[src/rtl/dcache_write_buffer.sv]
// dcache_write_buffer: FIFO write buffer between dcache and bus, draining one write at a time; define DCACHE_WB_MERGE_EN to merge stores into the youngest entry
module dcache_write_buffer #(
  parameter int DEPTH = 4
) (
  input  logic         clk_i,
  input  logic         reset_i,
  input  logic         wr_req_i,
  input  logic [2:0]   wr_type_i,
  input  logic [31:0]  wr_addr_i,
  input  logic [3:0]   wr_wstrb_i,
  input  logic [127:0] wr_data_i,
  output logic         wr_rdy_o,
  input  logic         rd_req_i,
  input  logic [31:0]  rd_addr_i,
  output logic         rd_conflict_o,
  output logic         bus_wr_req_o,
  output logic [2:0]   bus_wr_type_o,
  output logic [31:0]  bus_wr_addr_o,
  output logic [3:0]   bus_wr_wstrb_o,
  output logic [127:0] bus_wr_data_o,
  input  logic         bus_wr_rdy_i,
  input  logic         bus_wr_done_i,
  output logic         wb_empty_o
);
  localparam int AW = $clog2(DEPTH);
  typedef enum logic [1:0] {IDLE, REQ, WAIT} state_e;
  state_e state_q, state_d;
  logic [AW-1:0] head_q, head_d, tail_q, tail_d;
  logic [AW:0] count_q, count_d;
  logic [2:0] type_q [DEPTH];
  logic [31:0] addr_q [DEPTH];
  logic [3:0] wstrb_q [DEPTH];
  logic [127:0] data_q [DEPTH];
  logic full, merge_ok, push, pop;
  assign full = count_q == (AW+1)'(DEPTH);
`ifdef DCACHE_WB_MERGE_EN
  logic [AW-1:0] last;
  logic merge;
  assign last = tail_q - 1'b1;
  assign merge_ok = count_q != '0 && wr_type_i != 3'b100 && type_q[last] == wr_type_i &&
                    addr_q[last][31:2] == wr_addr_i[31:2] && !(last == head_q && state_q != IDLE);
  assign merge = wr_req_i && merge_ok;
`else
  assign merge_ok = 1'b0;
`endif
  assign wr_rdy_o = !full || merge_ok;
  assign push = wr_req_i && !full && !merge_ok;
  assign pop = state_q == WAIT && bus_wr_done_i;
  assign bus_wr_req_o = state_q == REQ;
  assign bus_wr_type_o = type_q[head_q];
  assign bus_wr_addr_o = addr_q[head_q];
  assign bus_wr_wstrb_o = wstrb_q[head_q];
  assign bus_wr_data_o = data_q[head_q];
  assign wb_empty_o = count_q == '0 && state_q == IDLE;
  // read conflict: any live entry (including the one on the bus) holding the requested line
  always_comb begin
    rd_conflict_o = 1'b0;
    for (int i = 0; i < DEPTH; i++)
      rd_conflict_o = rd_conflict_o | (rd_req_i && ({1'b0, AW'(i) - head_q} < count_q) &&
                      ((addr_q[i] ^ rd_addr_i) & 32'hFFFF_FFF0) == '0);
  end
  // drain sequencing and FIFO bookkeeping
  always_comb begin
    state_d = state_q == IDLE ? (count_q != '0 ? REQ : IDLE) :
              state_q == REQ ? (bus_wr_rdy_i ? WAIT : REQ) :
              (bus_wr_done_i ? IDLE : WAIT);
    head_d = head_q + AW'(pop);
    tail_d = tail_q + AW'(push);
    count_d = count_q + (AW+1)'(push) - (AW+1)'(pop);
  end
  // control registers; reset abandons any request in flight
  always_ff @(posedge clk_i or posedge reset_i)
    if (reset_i) begin
      state_q <= IDLE;
      head_q <= '0;
      tail_q <= '0;
      count_q <= '0;
    end else begin
      state_q <= state_d;
      head_q <= head_d;
      tail_q <= tail_d;
      count_q <= count_d;
    end
  // entry storage: allocate at tail, or fold a matching store into the youngest entry
  always_ff @(posedge clk_i or posedge reset_i)
    if (reset_i) begin
      for (int i = 0; i < DEPTH; i++) begin
        type_q[i] <= '0;
        addr_q[i] <= '0;
        wstrb_q[i] <= '0;
        data_q[i] <= '0;
      end
    end else if (push) begin
      type_q[tail_q] <= wr_type_i;
      addr_q[tail_q] <= wr_addr_i;
      wstrb_q[tail_q] <= wr_wstrb_i;
      data_q[tail_q] <= wr_data_i;
    end
`ifdef DCACHE_WB_MERGE_EN
    else if (merge) begin
      wstrb_q[last] <= wstrb_q[last] | wr_wstrb_i;
      for (int b = 0; b < 4; b++)
        if (wr_wstrb_i[b]) data_q[last][8*b +: 8] <= wr_data_i[8*b +: 8];
    end
`endif
endmodule

[config.mk]
export PLATFORM = sky130hd
export DESIGN_NAME = dcache_write_buffer
export DESIGN_NICKNAME = d
export VERILOG_FILES = /design/src/rtl/dcache_write_buffer.sv
export SDC_FILE = /design/constraint.sdc
export NUM_CORES = 1
export LEC_CHECK = 0
export BUFFER_PORTS_ARGS = -buffer_cell sky130_fd_sc_hd__buf_2
export CORE_UTILIZATION = 60
export CTS_CLUSTER_DIAMETER = 30
export CTS_CLUSTER_SIZE = 12
export DETAILED_ROUTE_END_ITERATION = 8
export PLACE_DENSITY_LB_ADDON = 0.08
export SYNTH_ARGS = -nofsm -noshare
export SYNTH_HDL_FRONTEND = slang
export SYNTH_SLANG_ARGS = --single-unit
[constraint.sdc]
create_clock -name clk_i -period 55 [get_ports clk_i]
set_input_delay 5.5 -clock clk_i [delete_from_list [all_inputs] [get_ports clk_i]]
set_output_delay 5.5 -clock clk_i [all_outputs]
set_load 0.005 [all_outputs]
==> flow_metrics.tcl <==
set metrics [dict create \
    setup_tns_ps 0 \
    slew_headroom 0.203 \
    grt_max_degree 198 \
    setup_viol 0 \
    cp.required_ps 49500 \
    track_usage 0.288 \
    cts_setup_buffers 0 \
    cts_max_level 4 \
    synthAdderAreaFrac 0.00390 \
    crit_type "in2out" \
    crit_top_cell "nand4_1" \
    synth.avg_cell_area_um2 16.6 \
    p_leak_uw 0.0165 \
    timing.hold.ws_ps 484 \
    outcome "completed" \
    place_congestion 0.854 \
    yosys.area_share.xor_xnor 0.0333 \
    die_h_um 228 \
    syn_inst 1858 \
    synth_top_family_by_area "multiplexers" \
    num_rows 82 \
    port_buffers 371 \
    hold_path.class "reg2reg" \
    start_util 0.611 \
    syn_nets 2072 \
    globalRoute.totalOverflow 0 \
    max_cap_violations 0 \
    clk_pin_slew_worst_paths_ps 50 \
    synth_cell_type_count 32 \
    synth-seq-cells 677 \
    via_count 17900 \
    fillCellCount 3077 \
    grt_pass1_wl_um 115000 \
    hpwlAfterDp_um 43400 \
    power.density_nw_per_um2 72.7 \
    drtAntennaViolNets 0 \
    max_freq_ghz 0.0804 \
    cp-end-kind "output port" \
    yosysWarnings 0 \
    drive_above_1_share 0.604 \
    worst-path-buf-inv 2 \
    holdPathStages 1 \
    synth_flop_cell "dfrtp_1" \
    hold_buffers 0 \
    insertion_delay_ps 690 \
    crit_slowest_cell "nor4_1" \
    via_per_inst 5.85 \
    path_cells "buf_2 > xnor2_1 > nand4_1 > nor4_1 > nand4_1 > nand4_1 > buf_2" \
    numCtsBuffers 144 \
    yosysSeqAreaShare 0.551 \
    cp-start-kind "primary input" \
    synth_edf_count 0 \
    antenna_found_initial 25 \
    worst_pin_slew_ps 1200 \
    clockRootBuffer "clkbuf_16" \
    final_nets 2468 \
    hold_viol_final 0 \
    crit_arrival_ps 6940 \
    cp_top_family "simple AND/OR/NAND/NOR gates" \
    clock_path_buffers 3 \
    critical_path.max_fanout 4 \
    syn2layout_area_growth_pct 23.1 \
    post_cts_resized 0 \
    worstSetupPathDepth 7 \
    rr_worst_depth 7 \
    peakVddDrop_mv 0.0400 \
    grt_pass1_vias 19700 \
    period_minus_slack_ps 12440 \
    design.die.area_um2 52200 \
    rsz0062_at_grt "no" \
    cts_tree "done" \
    wirelength_um 72200 \
    synthArstFlopShare 1.00 \
    synthSimpleGateAreaFrac 0.0131 \
    coreArea_um2 50400 \
    slowest_delay_ps 390 \
    report.final.slew_viol_count 0 \
    drtIter0Drc 864 \
    post_drt_wl_per_cell_um 23.6 \
    clock_skew_ps 15.2 \
    synth.area.mux_share 0.367 \
    cts.sinks 677 \
    fin_crit_sh 0.226 \
    firstDrtPassIters 5 \
    io_pins 376 \
    die_w_um 228 \
    drc 0 \
    synth-compound-area-share 0.000325 \
    synth_area_um2 30800 \
]
cells by family (layout without fill, tap and decap cells):
kind of cell | after synthesis | count (layout)
muxes | 836 | 836
and+or+nand+nor | 67 | 67
other | 0 | 16
buffers and inverters | 150 | 661
AOI/OAI and AO/OA | 2 | 2
xor gates and xnor gates | 117 | 117
adders and majority gates | 9 | 9
DFF | 677 | 677
cell type report:
| type | count | area (um2) | area share |
|---|---|---|---|
| flip-flops and latches | 677 | 16900 | 0.448 |
| multi-input cells | 1031 | 12900 | 0.340 |
| clock buffers | 185 | 4110 | 0.108 |
| repair buffers | 391 | 2030 | 0.0537 |
| clock inverters | 76 | 975 | 0.0257 |
| well taps | 672 | 841 | 0.0222 |
| inverters | 9 | 42.5 | 0.00112 |
| diodes | 16 | 40.0 | 0.00106 |
flip-flops by register name (all words and copies together), names as in the netlist:
signal and cells:
data_q 512, addr_q 128, wstrb_q 16, type_q 12
count_q 3, head_q 2, state_q 2, tail_q 2
placed cells by master, fill, tap and decap left out, types with 7 or more instances in the layout:
cell type and n:
inv_1 7, clkinv_2 25, bufinv_16 19, buf_4 18, clkbuf_8 22, clkinv_4 10
dfrtp_1 675, clkinvlp_4 10, ha_1 8, nand4_1 28, nor4_1 9, mux4_2 167
clkbuf_16 150, clkbuf_1 13, mux2_2 617, mux2_1 51, xor2_1 11, inv_6 12
xnor2_1 106, diode_2 16, buf_2 371
through the flow:
step                      area (um2)  total power [uW]  setup WS, ps  utilization  instances
after floorplan                30800              1560         30520            -       1858
after global placement         32800              1830         42580        0.650       2780
after detailed placement       32800              1870         42600        0.650       2780
after CTS                      37800              2780         42560        0.751       3041
after global routing           37900              2900         42440        0.752       3052
final                          37900              2750         42560        0.752       3057
final timing paths:
path / start / endpoint / slack [ps]
worst max-delay path: rd_addr_i[6] / rd_conflict_o / 42560
worst min-delay path: data_q[463] / data_q[463] / 480
worst max register to register: count_q[2] / data_q[311] / 50560
worst min register to register: data_q[463] / data_q[463] / 480
max in group asynchronous: reset_i / data_q[56] / 47500
min in group asynchronous: reset_i / type_q[8] / 5040
Yosys cell counts (2+ instances only):
cell type    n  area (um2)
dfrtp_1    677       16900
mux2_2     617        6950
mux4_2     167        3760
xnor2_1    106         928
mux2_1      51         574
clkbuf_1    46         173
buf_6       40         450
nand4_1     28         175
buf_2       21         105
buf_4       20         150
buf_1       13        48.8
xor2_1      11        96.3
nor4_1       9        56.3
ha_1         8         100
inv_1        8        30.0
nand3_1      6        30.0
nand2_1      5        18.8
nand2b_1     5        31.3
nor2_1       5        18.8
a21oi_1      2        10.0
nor2b_1      2        12.5
where the power goes:
group          internal [uW]  total [uW]  switching, uW
logic                    561         945            384
clock network            614         887            273
registers                758         922            164
metal layers:
layer | wire, um | global-route usage | part of all wire | vias up
met1 | 29900 | 0.379 | 0.41 | 9519
met4 | 2250 | 0.128 | 0.031 | 22
li1 | - | - | - | 7764
met5 | 162 | 0 | 0.0022 | -
met2 | 35500 | 0.444 | 0.49 | 432
met3 | 4390 | 0.0883 | 0.061 | 142
Note: power is estimated with default switching activity, not from simulation.
